**config.mk**
```make
export PLATFORM = sky130hd
export DESIGN_NAME = mc_alu
export DESIGN_NICKNAME = d
export VERILOG_FILES = /design/src/rtl/mc_alu_pkg.sv /design/src/rtl/mc_alu_shifter.sv /design/src/rtl/mc_alu.sv
export SDC_FILE = /design/constraint.sdc
export NUM_CORES = 1
export LEC_CHECK = 0
export BUFFER_PORTS_ARGS = -buffer_cell sky130_fd_sc_hd__buf_2
export CAP_MARGIN = 10
export CELL_PAD_IN_SITES_DETAIL_PLACEMENT = 2
export CELL_PAD_IN_SITES_GLOBAL_PLACEMENT = 2
export CORE_AREA = 5 5 122 147
export CTS_CLUSTER_SIZE = 30
export DETAILED_ROUTE_END_ITERATION = 10
export DIE_AREA = 0 0 127 152
export PLACE_DENSITY_LB_ADDON = 0.1
export SYNTH_ARGS = -nofsm -noshare
export SYNTH_HDL_FRONTEND = slang
export SYNTH_SLANG_ARGS = --single-unit
```
**constraint.sdc**
```tcl
create_clock -name clk -period 5 [get_ports clk]
set_input_delay 0 -clock clk [delete_from_list [all_inputs] [get_ports clk]]
set_output_delay 0 -clock clk [all_outputs]
set_load 0.01 [all_outputs]
```
**src/rtl/mc_alu_pkg.sv**
```systemverilog
// rtl/mc_alu_pkg.sv - shared op codes, FSM states and shift modes for mc_alu
package mc_alu_pkg;

  typedef enum logic [3:0] {
    OP_ADD  = 4'd0,
    OP_SUB  = 4'd1,
    OP_AND  = 4'd2,
    OP_OR   = 4'd3,
    OP_XOR  = 4'd4,
    OP_NOT  = 4'd5,
    OP_RETA = 4'd6,
    OP_RETB = 4'd7,
    OP_EQU  = 4'd8,
    OP_SLL  = 4'd9,
    OP_SLLV = 4'd10,
    OP_SRA  = 4'd11,
    OP_SRL  = 4'd12,
    OP_MUL  = 4'd13,
    OP_NOP  = 4'd15
  } op_e;

  typedef enum logic [1:0] {
    ST_IDLE  = 2'd0,
    ST_SHIFT = 2'd1,
    ST_MUL   = 2'd2,
    ST_DONE  = 2'd3
  } state_e;

  typedef enum logic [1:0] {
    SH_LEFT        = 2'd0,
    SH_RIGHT_LOGIC = 2'd1,
    SH_RIGHT_ARITH = 2'd2
  } sh_mode_e;

endpackage

```
**src/rtl/mc_alu_shifter.sv**
```systemverilog
// rtl/mc_alu_shifter.sv - one-bit-per-cycle shift register with down-counter
module mc_alu_shifter
  import mc_alu_pkg::*;
#(
  parameter int WIDTH = 16,
  parameter int SHW   = $clog2(WIDTH)
) (
  input  logic             clk,
  input  logic             rst,
  input  logic             i_load,
  input  sh_mode_e         i_mode,
  input  logic [WIDTH-1:0] i_value,
  input  logic [SHW-1:0]   i_amt,
  output logic [WIDTH-1:0] o_result,
  output logic             o_done
);

  logic [WIDTH-1:0] r_val;
  logic [SHW-1:0]   r_cnt;
  sh_mode_e         r_mode;
  logic [WIDTH-1:0] w_step;

  always_comb begin
    w_step = r_val;
    case (r_mode)
      SH_LEFT:        w_step = {r_val[WIDTH-2:0], 1'b0};
      SH_RIGHT_LOGIC: w_step = {1'b0, r_val[WIDTH-1:1]};
      default:        w_step = {r_val[WIDTH-1], r_val[WIDTH-1:1]};
    endcase
  end

  // o_result is the value after this cycle's step; o_done marks the final step
  assign o_result = w_step;
  assign o_done   = (r_cnt == SHW'(1));

  always_ff @(posedge clk or negedge rst) begin
    if (!rst) begin
      r_val  <= '0;
      r_cnt  <= '0;
      r_mode <= SH_LEFT;
    end else if (i_load) begin
      r_val  <= i_value;
      r_cnt  <= i_amt;
      r_mode <= i_mode;
    end else if (r_cnt != '0) begin
      r_val <= w_step;
      r_cnt <= r_cnt - SHW'(1);
    end
  end

endmodule

```
**src/rtl/mc_alu.sv**
```systemverilog
// rtl/mc_alu.sv - multi-cycle ALU with valid/ready handshakes
// Define MC_ALU_MUL_EN to build the shift-add MUL op; otherwise MUL acts as NOP.
module mc_alu
  import mc_alu_pkg::*;
#(
  parameter int WIDTH = 16,
  parameter int SHW   = $clog2(WIDTH)
) (
  input  logic             clk,
  input  logic             rst,
  input  logic             in_valid,
  output logic             in_ready,
  input  logic [WIDTH-1:0] a,
  input  logic [WIDTH-1:0] b,
  input  logic [3:0]       op,
  output logic             out_valid,
  input  logic             out_ready,
  output logic [WIDTH-1:0] y,
  output logic             zero,
  output logic             carry,
  output logic             ovf
);

  localparam int             M    = WIDTH - 1;
  localparam logic [SHW-1:0] HALF = SHW'(WIDTH / 2);

  state_e           r_state;
  logic [WIDTH-1:0] r_y;
  logic             r_zero, r_carry, r_ovf;

  op_e              w_op;
  logic             w_accept;
  logic [WIDTH:0]   w_sum, w_diff;
  logic [WIDTH-1:0] w_y;
  logic             w_carry, w_ovf, w_is_shift;
  sh_mode_e         w_mode;
  logic [SHW-1:0]   w_amt;
  logic [WIDTH-1:0] w_sh_result;
  logic             w_sh_done;
`ifdef MC_ALU_MUL_EN
  logic               w_is_mul;
  logic [2*WIDTH-1:0] r_acc, r_mcand, w_acc_next;
  logic [WIDTH-1:0]   r_mplier;
  logic [SHW-1:0]     r_mcnt;
`endif

  assign w_op      = op_e'(op);
  assign w_accept  = in_valid && (r_state == ST_IDLE);
  assign in_ready  = (r_state == ST_IDLE);
  assign out_valid = (r_state == ST_DONE);
  assign y         = r_y;
  assign zero      = r_zero;
  assign carry     = r_carry;
  assign ovf       = r_ovf;

  // amount 0 means half-width for SLL/SRL/SRA but a true zero for SLLV
  assign w_amt = (a[SHW-1:0] == '0 && w_op != OP_SLLV) ? HALF : a[SHW-1:0];

  always_comb begin
    w_sum      = {1'b0, a} + {1'b0, b};
    w_diff     = {1'b0, a} - {1'b0, b};
    w_y        = r_y;
    w_carry    = 1'b0;
    w_ovf      = 1'b0;
    w_is_shift = 1'b0;
    w_mode     = SH_LEFT;
`ifdef MC_ALU_MUL_EN
    w_is_mul   = 1'b0;
`endif
    case (w_op)
      OP_ADD: begin
        w_y     = w_sum[M:0];
        w_carry = w_sum[WIDTH];
        w_ovf   = (a[M] == b[M]) && (w_sum[M] != a[M]);
      end
      OP_SUB: begin
        w_y     = w_diff[M:0];
        w_carry = w_diff[WIDTH];
        w_ovf   = (a[M] != b[M]) && (w_diff[M] != a[M]);
      end
      OP_AND:  w_y = a & b;
      OP_OR:   w_y = a | b;
      OP_XOR:  w_y = a ^ b;
      OP_NOT:  w_y = ~a;
      OP_RETA: w_y = a;
      OP_RETB: w_y = b;
      OP_EQU:  w_y = (a == b) ? '0 : {{(WIDTH-1){1'b0}}, 1'b1};
      OP_SLL, OP_SLLV: w_is_shift = 1'b1;
      OP_SRL: begin
        w_is_shift = 1'b1;
        w_mode     = SH_RIGHT_LOGIC;
      end
      OP_SRA: begin
        w_is_shift = 1'b1;
        w_mode     = SH_RIGHT_ARITH;
      end
`ifdef MC_ALU_MUL_EN
      OP_MUL:  w_is_mul = 1'b1;
`endif
      default: ;
    endcase
  end

  mc_alu_shifter #(.WIDTH(WIDTH), .SHW(SHW)) u_shifter (
    .clk      (clk),
    .rst      (rst),
    .i_load   (w_accept && w_is_shift),
    .i_mode   (w_mode),
    .i_value  (b),
    .i_amt    (w_amt),
    .o_result (w_sh_result),
    .o_done   (w_sh_done)
  );

`ifdef MC_ALU_MUL_EN
  assign w_acc_next = r_acc + (r_mplier[0] ? r_mcand : '0);

  always_ff @(posedge clk or negedge rst) begin
    if (!rst) begin
      r_acc    <= '0;
      r_mcand  <= '0;
      r_mplier <= '0;
      r_mcnt   <= '0;
    end else if (w_accept && w_is_mul) begin
      r_acc    <= '0;
      r_mcand  <= {{WIDTH{1'b0}}, b};
      r_mplier <= a;
      r_mcnt   <= SHW'(WIDTH - 1);
    end else if (r_state == ST_MUL) begin
      r_acc    <= w_acc_next;
      r_mcand  <= {r_mcand[2*WIDTH-2:0], 1'b0};
      r_mplier <= {1'b0, r_mplier[M:1]};
      r_mcnt   <= r_mcnt - SHW'(1);
    end
  end
`endif

  always_ff @(posedge clk or negedge rst) begin
    if (!rst) begin
      r_state <= ST_IDLE;
      r_y     <= '0;
      r_zero  <= 1'b0;
      r_carry <= 1'b0;
      r_ovf   <= 1'b0;
    end else begin
      case (r_state)
        ST_IDLE: if (w_accept) begin
          r_zero  <= (a == '0);
          r_carry <= w_carry;
          r_ovf   <= w_ovf;
          if (w_is_shift) begin
            if (w_amt == '0) begin
              r_y     <= b;
              r_state <= ST_DONE;
            end else begin
              r_state <= ST_SHIFT;
            end
          end
`ifdef MC_ALU_MUL_EN
          else if (w_is_mul) begin
            r_state <= ST_MUL;
          end
`endif
          else begin
            r_y     <= w_y;
            r_state <= ST_DONE;
          end
        end
        ST_SHIFT: if (w_sh_done) begin
          r_y     <= w_sh_result;
          r_state <= ST_DONE;
        end
`ifdef MC_ALU_MUL_EN
        ST_MUL: if (r_mcnt == '0) begin
          r_y     <= w_acc_next[M:0];
          r_carry <= |w_acc_next[2*WIDTH-1:WIDTH];
          r_state <= ST_DONE;
        end
`endif
        ST_DONE: if (out_ready) r_state <= ST_IDLE;
        default: r_state <= ST_IDLE;
      endcase
    end
  end

endmodule

```
==> results by group, run 1 <==
Clocking
  – Clock Path Buffers: 2
  – H-tree levels: 2
  – CTS tree: done
  – Clk Latency, worst-skew pair: 0.29 ns
  – Post-cts sizing count: 0
  – Setup bufs post-CTS: 0
  – Root Buffer: clkbuf_16
  – CTS Buf Count: 5
  – Clock Sinks: 43
  – CTS clk-pin slew, worst paths: 0.07 ns

Worst setup path
  – Critical Path Start Type: input port
  – CP Data Required Time: 5.16 ns
  – CP Capture Type: flip-flop
  – Critical Path AT: 3.10 ns
  – Crit Path Class: in -> reg
  – Critical path peak fanout: 38

Placement
  – Hpwl dp: 19900 um
  – DP Area: 0.005931 mm^2
  – IO buf count: 60
  – Placer congestion estimate: 0.8678

Global routing
  – GRT Util Overall: 0.2635
  – Initial antenna violation count: 0
  – Overflow after GRT: 0
  – First-pass GRT wire length: 39960 um
  – Vias in the first global route: 6536
  – Largest net degree at the start of global routing: 46

Synth
  – Synth Cell Area: 0.005602 mm^2
  – Share of the synthesized area in the top cell type: 0.1921
  – Seq/Total Area, Yosys: 0.1921
  – Area contributors post-synth: dfrtp_1, ha_1, a21oi_1, o21ai_0, nand2_1
  – Cells after Synth: 724
  – Yosys top cell by area: dfrtp_1
  – EDFF count, synth: 0
  – Avg Cell Area, Syn: 7.737 um^2
  – Syn nets: 817
  – Synth Register Bits: 43
  – Cell variety after synth: 89
  – Top_reg_cell synth: dfrtp_1
  – Ys async rst share: 1.000
  – YS warnings: 0

Run status
  – Status: finished clean

Final layout
  – Commonest non-fill, non-tap cells in the layout: nand2_1, buf_2, a21oi_1
  – Final Cell Area: 0.006152 mm^2
  – Commonest non-fill, non-tap cell in the layout: nand2_1
  – # nets final: 838
  – Diodes inserted: 0
  – Area Overhead vs Synth: 9.828%
  – Fillers: 1989
  – Share of cells above drive strength 1: 0.1517

Power
  – Pleak: 2.593 nW
  – P per Cell Area: 373.3 mW/mm^2
  – Worst vdd ir: 0.1319 mV

Timing
  – Fin crit share: 0.5867
  – Achievable frequency: 340.9 MHz
  – Final setup vio count: 0
  – Setup TNS: 0 ns
  – Hold Fails Final Rpt: 0
  – Slew @ Worst Pin: 1.053 ns
  – Slew HR: 0.2980
  – Tmin final: 2.933 ns
  – Setup Skew: 0.006252 ns
  – Max-slew violations: 0
  – Unrepaired setup endpoints after global routing: false

Route
  – Post-route ant nets: 0
  – DRC: 0
  – First-pass iteration count of the detailed router: 5
  – Routed via count: 6002
  – Post-DR vias/cell: 6.246
  – DRT iter0 DRCs: 411
  – Final wirelength: 25810 um
  – Drt wl/cell: 26.86 um

Floorplanning
  – DIE HEIGHT: 152 um
  – Rows: 52
  – Core ar.: 0.01653 mm^2
  – Starting Density: 0.3390
  – # IOs: 61
  – Die width: 127 um
  – Die Area: 0.01930 mm^2

Worst hold path
  – Worst min path class: in -> reg

Run
  – Max cap viols: 0
cell type report:
cell class / count / area [um^2] / share of cell area
Multi-Input combinational cell: 573 / 4044 / 0.6573
Tap cell: 216 / 270.3 / 0.04393
Clock inverter: 1 / 30.03 / 0.004881
Sequential cell: 43 / 1076 / 0.1749
Timing Repair Buffer: 70 / 407.9 / 0.06630
Clock buffer: 6 / 128.9 / 0.02095
Inverter: 52 / 195.2 / 0.03173
power breakdown:
group          switching (W)  internal [W]
logic               0.000807      0.000465
registers           0.000134      0.000514
clock network       0.000144      0.000234
total                0.00108       0.00121
repair_timing:
action / 4_1_cts / 5_1_grt
hold buffers: 2 / 0
hold endpoints to repair: 44 / 0
setup endpoints to repair: 0 / 0
worst paths after layout:
check / endpoint / depth (start not counted) / slack, ns / from
setup / recovery: y[13] / 8 / 2.07 / op[2]
hold / removal: r_state[0] / 3 / 0.007 / in_valid
setup reg to reg: y[13] / 7 / 2.25 / r_state[1]
hold reg to reg: y[1] / 1 / 0.47 / y[1]
max in group asynchronous: y[0] / 2 / 3.91 / rst
min in group asynchronous: y[12] / 2 / 0.43 / rst
synthesized netlist by cell type, types with 5 or more instances:
| cell | number |
|---|---|
| nand2_1 | 67 |
| a21oi_1 | 56 |
| o21ai_0 | 52 |
| ha_1 | 51 |
| inv_1 | 48 |
| nor2_1 | 45 |
| dfrtp_1 | 43 |
| o211ai_1 | 28 |
| buf_2 | 24 |
| clkbuf_1 | 22 |
| nor3_1 | 22 |
| a211oi_1 | 21 |
| mux2i_1 | 21 |
| o21ai_1 | 15 |
| a31oi_1 | 14 |
| a21o_1 | 11 |
| nor2b_1 | 10 |
| nand2b_1 | 8 |
| nand3_1 | 8 |
| a221oi_1 | 6 |
| a22oi_1 | 6 |
| nand4_1 | 6 |
| o22ai_1 | 6 |
| o31ai_1 | 6 |
| xnor2_1 | 6 |
| a2111oi_0 | 5 |
| a21oi_2 | 5 |
| buf_6 | 5 |
| xor2_1 | 5 |
sequential cells by signal, indices dropped and copies added (netlist names):
name and count:
y 16, u_shifter.r_mode 2, r_state 2, ovf 1, u_shifter.r_val 16, carry 1
zero 1, u_shifter.r_cnt 4
cells by family (layout without fill, tap and decap cells):
group / count (synthesis) / after routing / synth area share
AO/OA/AOI/OAI: 290 / 290 / 0.3659
XOR/XNOR: 12 / 12 / 0.02211
adder cells (fa/ha/maj): 53 / 53 / 0.1211
buffers and inverters: 108 / 129 / 0.08644
flip-flops: 43 / 43 / 0.1921
multiplexers: 22 / 22 / 0.03953
AND/OR/NAND/NOR: 196 / 196 / 0.1729
stage by stage:
step / worst slack (ns) / hold WS, ns / cells / util / power [W]
floorplan: 2.711 / -0.2956 / 724 / - / 0.001450
global placement: 1.724 / 0.1918 / 950 / 0.3589 / 0.001839
detailed placement: 1.639 / 0.2015 / 950 / 0.3589 / 0.001903
CTS: 1.921 / 0.007240 / 959 / 0.3697 / 0.002297
global route: 1.920 / 0.04950 / 961 / 0.3723 / 0.002467
finish: 2.067 / 0.006890 / 961 / 0.3723 / 0.002296
layer usage:
metal,vias up,wire length (um),track usage
met5,-,0,0
met4,0,765,0.09044
met1,3115,11600,0.3548
li1,2730,-,-
met2,119,12750,0.4435
met3,38,689,0.01966
critical path, stage by stage:
cell	delay [ns]
buf_2	0.57
nand2b_1	0.56
nor2_1	0.87
a222oi_1	0.16
and2_1	0.25
o311ai_1	0.09
o32ai_1	0.15
a211oi_1	0.42
(Power assumes the default switching activity.)
==> run 2: changes to the inputs <==
==> constraint.sdc (replaced) <==
create_clock -name clk -period 2.7 [get_ports clk]
set_input_delay 0 -clock clk [delete_from_list [all_inputs] [get_ports clk]]
set_output_delay 0 -clock clk [all_outputs]
set_load 0.01 [all_outputs]
==> run 2 against run 1 <==
  * Worst hold slack better by 0.012 ns
  * Final cell count is 6.9% higher
  * Count of clock-buffer cells in the layout stayed put
  * Die area stayed put
  * Clock skew is 0.00087 ns lower
  * Via count is 6.4% higher
  * Core utilization is 3.2 points higher
  * Wire length is 8.8% higher
  * Sequential power is 85% higher
  * Critical endpoint is now y[12]
==> results by group, run 2 (synthesized netlist as in run 1, its figures left out) <==
Worst setup path
  – CP Capture Type: flip-flop
  – Critical Path Start Type: input port
  – Critical Path AT: 2.71 ns
  – Crit Path Class: in -> reg
  – Reg2reg start: r_state[1]
  – Critical path peak fanout: 4
  – CP bufs+invs: 4
  – Crit path top cell by count: inv_1
  – Crit-path leading delay family: compound AO/OA/AOI/OAI gates
  – Crit-path cells: buf_2 -> inv_1 -> ha_1 -> inv_1 -> fa_1 -> nor2b_2 -> o221ai_2 -> a21oi_2 -> a221oi_1 -> buf_4 -> nand2b_1 -> a32oi_1 -> a31oi_1 -> o21ai_1
  – Worst R2R Path Depth: 9
  – Slowest stage delay, CP: 0.45 ns
  – Worst reg-to-reg setup slack: 0.51 ns
  – Critical path startpoint: a[0]
  – Reg2reg end: y[13]
  – Crit path max-delay cell type: a221oi_1
  – CP Data Required Time: 2.87 ns

Route
  – Routed via count: 6384
  – Post-DR vias/cell: 6.216
  – DRC: 0
  – DRT iter0 DRCs: 405
  – Drt wl/cell: 27.35 um
  – Post-route ant nets: 0
  – First-pass iteration count of the detailed router: 5
  – Final wirelength: 28090 um

Floorplanning
  – # IOs: 61
  – Rows: 52
  – Starting Density: 0.3390
  – Die width: 127 um
  – Core ar.: 0.01653 mm^2
  – Die Area: 0.01930 mm^2
  – DIE HEIGHT: 152 um

Clocking
  – CTS clk-pin slew, worst paths: 0.07 ns
  – Clock Sinks: 43
  – Setup bufs post-CTS: 0
  – CTS Buf Count: 5
  – H-tree levels: 2
  – CTS tree: done
  – Clock Path Buffers: 2
  – Clk Latency, worst-skew pair: 0.29 ns
  – Root Buffer: clkbuf_16

Final layout
  – Fillers: 1978
  – Commonest non-fill, non-tap cell in the layout: buf_4
  – Area Overhead vs Synth: 19.14%
  – Commonest non-fill, non-tap cells in the layout: buf_4, nand2_1, buf_2
  – # nets final: 903
  – Diodes inserted: 0
  – Share of cells above drive strength 1: 0.2219
  – Final Cell Area: 0.006674 mm^2
  – Fin cells: 1027

Timing
  – Slew HR: 0.2717
  – Slew @ Worst Pin: 1.092 ns
  – Setup Skew: 0.005382 ns
  – Unrepaired setup endpoints after global routing: false
  – Final setup vio count: 0
  – Max-slew violations: 0
  – Achievable frequency: 392.9 MHz
  – Hold Fails Final Rpt: 0
  – Tmin final: 2.545 ns
  – Fin crit share: 0.9427

Worst hold path
  – Hold Path End: r_state[0]
  – Hold Path Cell Cnt: 3
  – Hold wc startpoint: in_valid
  – Worst min path class: in -> reg

Global routing
  – Overflow after GRT: 0
  – Initial antenna violation count: 0
  – Vias in the first global route: 7041
  – GRT Util Overall: 0.2844
  – Largest net degree at the start of global routing: 44
  – First-pass GRT wire length: 42900 um

Placement
  – IO buf count: 60
  – Dpl cells: 1017
  – Placer congestion estimate: 0.9194
  – DP Area: 0.006446 mm^2
  – Hpwl dp: 22150 um

Power
  – Worst vdd ir: 0.3318 mV
  – P per Cell Area: 680.6 mW/mm^2
  – Pleak: 2.918 nW

Run
  – Max cap viols: 0

Run status
  – Status: finished clean
## run 2: cell types whose count changed in the layout (fill, tap and decap cells not counted)
cell,previous run,this run
buf_16,1,0
buf_8,1,0
a2111oi_1,1,2
buf_12,0,1
a2111oi_4,1,2
a211oi_1,21,20
bufinv_16,1,2
a2111oi_2,2,1
a2111oi_0,5,4
a211oi_2,2,3
buf_4,6,72
## run 2: worst max-delay path by stage
stage	endpoint	slack, ns	depth (start not counted)
final	y[12]	0.15	14
after global routing	y[12]	0.11	14
after CTS	y[15]	0.18	11
after detailed placement	y[15]	-0.12	11
after global placement	y[12]	-0.004	14
after floorplan	y[10]	0.41	12
## run 2: report_power, final
part / internal (W) / switching (W) / leakage (nW)
clock network: 0.000532 / 0.000280 / 0.0911
logic: 0.000969 / 0.00156 / 2.32
registers: 0.000951 / 0.000251 / 0.511
total: 0.00245 / 0.00209 / 2.92
## run 2: tightest hold or removal path: cells and delay by family
| family | cells | cell delay (ns) |
|---|---|---|
| buf+inv | 1 | 0.09 |
| compound gates | 2 | 0.18 |
## run 2: what timing repair did
item	4_1_cts	5_1_grt
hold buffers	2	0
endpoints found under the setup margin	0	3
endpoints found under the hold margin	44	0
gates resized for setup	0	3
## run 2: cell type report
cell class	count	area (um^2)	area share
clock buffer	6	128.9	0.01931
clock inverter	2	60.06	0.008999
inverter	52	195.2	0.02925
multi-input combinational	573	4063	0.6087
sequential	43	1076	0.1612
tap	216	270.3	0.04049
timing repair buffer	135	880.8	0.1320
## run 2: per-stage QoR
stage / hold slack, ns / util / TNS [ns] / total power [W] / worst slack, ns
after floorplan: -0.2956 / - / 0 / 0.002685 / 0.4115
after global placement: 0.1956 / 0.3901 / -0.003914 / 0.003557 / -0.003914
after detailed placement: 0.2117 / 0.3901 / -0.4012 / 0.003692 / -0.1192
final: 0.01856 / 0.4038 / 0 / 0.004542 / 0.1547
after CTS: 0.01165 / 0.4027 / 0 / 0.004543 / 0.1781
after global routing: 0.05168 / 0.4038 / 0 / 0.004829 / 0.1059
## run 2: layer usage
layer / up-vias / track usage / share of wire
met5: - / 0 / 0
met4: 0 / 0.08329 / 0.028
met3: 44 / 0.01756 / 0.031
met2: 151 / 0.4801 / 0.49
met1: 3328 / 0.3900 / 0.45
li1: 2861 / - / -
==> run 3: changes to the inputs <==
--- a/config.mk
+++ b/config.mk
@@ -5,7 +5,7 @@
 export SDC_FILE = /design/constraint.sdc
 export NUM_CORES = 1
 export LEC_CHECK = 0
-export BUFFER_PORTS_ARGS = -buffer_cell sky130_fd_sc_hd__buf_2
+export BUFFER_PORTS_ARGS = -buffer_cell sky130_fd_sc_hd__buf_4
 export CAP_MARGIN = 10
 export CELL_PAD_IN_SITES_DETAIL_PLACEMENT = 2
 export CELL_PAD_IN_SITES_GLOBAL_PLACEMENT = 2
==> run 3 against run 2 <==
  * Die area is the same
  * Flip-flop and latch count is the same
  * Final cell count shrank 1.8%
  * Combinational power is essentially flat
  * Critical endpoint is now y[8]
  * First-iteration DRC count grew 6.7%
  * Non-clock buffer count shrank 18
  * Count of clock-buffer cells in the layout is the same
==> results by group, run 3 (synthesized netlist as in run 1, its figures left out) <==
Route
  – DRT iter0 DRCs: 432
  – Final wirelength: 27890 um
  – Post-DR vias/cell: 6.252
  – Routed via count: 6308
  – First-pass iteration count of the detailed router: 5
  – DRC: 0
  – Drt wl/cell: 27.64 um
  – Post-route ant nets: 0

Floorplanning
  – DIE HEIGHT: 152 um
  – Starting Density: 0.3390
  – Rows: 52
  – # IOs: 61
  – Die width: 127 um
  – Die Area: 0.01930 mm^2
  – Core ar.: 0.01653 mm^2

Timing
  – Final setup vio count: 0
  – Slew @ Worst Pin: 1.009 ns
  – Setup Skew: 0.005752 ns
  – Setup TNS: 0 ns
  – Tmin final: 2.390 ns
  – Slew HR: 0.3222
  – Fin crit share: 0.8851
  – Final WS setup: 0.3101 ns
  – Hold Fails Final Rpt: 0
  – Fin Hold WS: 0.009332 ns
  – Achievable frequency: 418.4 MHz
  – Unrepaired setup endpoints after global routing: false
  – Max-slew violations: 0

Worst setup path
  – Critical path peak fanout: 4
  – Crit-path cells: buf_4 -> inv_1 -> ha_1 -> inv_1 -> fa_1 -> nor2b_2 -> o221ai_2 -> a21oi_2 -> a21oi_1 -> buf_4 -> mux2i_1 -> nor3_1 -> a2111oi_0 -> a21o_1
  – CP Data Required Time: 2.93 ns
  – Slowest stage delay, CP: 0.45 ns
  – Crit path max-delay cell type: a2111oi_0
  – Crit Path Class: in -> reg
  – Critical Path AT: 2.62 ns
  – CP Capture Type: flip-flop
  – Crit-path leading delay family: compound AO/OA/AOI/OAI gates
  – CP bufs+invs: 4
  – Critical Path Start Type: input port

Placement
  – IO buf count: 60
  – Dpl cells: 999
  – Place WS: 0.03684 ns
  – Hpwl dp: 21640 um
  – Placer congestion estimate: 0.9436

Final layout
  – Share of cells above drive strength 1: 0.2030
  – Area Overhead vs Synth: 18.45%
  – Multi-input logic area: 0.004044 mm^2
  – Commonest non-fill, non-tap cells in the layout: buf_4, nand2_1, a21oi_1
  – Diodes inserted: 0
  – Fillers: 1929
  – Reg area: 0.001076 mm^2
  – # nets final: 885
  – Commonest non-fill, non-tap cell in the layout: buf_4
  – Fin cells: 1009

Global routing
  – Initial antenna violation count: 1
  – GRT Util Overall: 0.2826
  – First-pass GRT wire length: 42500 um
  – Largest net degree at the start of global routing: 44
  – Overflow after GRT: 0
  – Vias in the first global route: 6841

Power
  – Switch Pwr: 0.002097 W
  – Clock share of power: 0.143
  – P per Cell Area: 664.2 mW/mm^2
  – Switching portion of total power: 0.4758
  – Seq pwr share: 0.277
  – Worst vdd ir: 0.2686 mV
  – Internal power: 0.002310 W
  – Gate power share: 0.580
  – Pleak: 2.850 nW

Run
  – Max cap viols: 0

Clocking
  – CTS tree: done
  – Post-cts sizing count: 0
  – Clock Path Buffers: 2
  – Root Buffer: clkbuf_16
  – Clock Sinks: 43
  – H-tree levels: 2
  – CTS clk-pin slew, worst paths: 0.07 ns
  – Clk Latency, worst-skew pair: 0.29 ns
  – CTS Buf Count: 5

Run status
  – Status: finished clean

Worst hold path
  – Worst min path class: in -> reg
run 3: changes by cell type in the layout (fill, tap and decap cells not counted), sizes merged:
cell      change
buf          -18
bufinv        -2
clkinv        +1
clkinvlp      +1
run 3: worst reg2reg max path: stages, from the launching register on:
cell and delay, ns:
dfrtp_1 0.43, inv_2 0.12, nand2_1 0.09, or2_2 0.42, nor2_4 0.18, a31oi_2 0.04, buf_4 0.25, a2111oi_0 0.51
a21o_1 0.13
run 3: through the flow:
stage	util	cell area, um^2	power [W]
2_1_floorplan	-	5602	0.002685
3_3_place_gp	0.3917	6474	0.003617
3_5_place_dp	0.3917	6474	0.003757
4_1_cts	0.4015	6635	0.004410
5_1_grt	0.4015	6635	0.004700
6_report	0.4015	6635	0.004407
run 3: per-layer routing:
| metal | share of wire | GRT usage |
|---|---|---|
| met5 | 0 | 0 |
| met4 | 0.028 | 0.08431 |
| met3 | 0.040 | 0.02598 |
| met2 | 0.49 | 0.4707 |
| met1 | 0.45 | 0.3871 |
run 3: path summary, 6_finish.rpt:
path	from	to	slack, ns	cells past startpoint
worst max-delay path	a[0]	y[8]	0.31	14
worst min-delay path	in_valid	r_state[0]	0.009	3
worst max register to register	r_state[1]	y[8]	0.47	8
worst min register to register	y[1]	y[1]	0.49	1
max in group asynchronous	rst	y[1]	2.00	2
min in group asynchronous	rst	y[12]	0.27	2
run 3: timing repair:
action                    4_1_cts  5_1_grt
hold endpoints to repair       44        0
buffers inserted                0        0
hold buffers                    2        0
run 3: final cells by class:
| type | instances | area share |
|---|---|---|
| Inverter | 52 | 0.02942 |
| Tap cell | 216 | 0.04073 |
| Timing Repair Buffer | 117 | 0.1369 |
| Clock inverter | 2 | 0.001886 |
| Multi-Input combinational cell | 573 | 0.6095 |
| Sequential cell | 43 | 0.1622 |
| Clock buffer | 6 | 0.01942 |
run 3: power by group through the flow:
stage / registers (W) / clock network, W / logic (W)
finish: 0.00122 / 0.000628 / 0.00256
global route: 0.00126 / 0.000660 / 0.00278
floorplan: 0.00117 / 0 / 0.00151
global placement: 0.00121 / 0 / 0.00241
detailed placement: 0.00123 / 0 / 0.00253
CTS: 0.00122 / 0.000634 / 0.00255
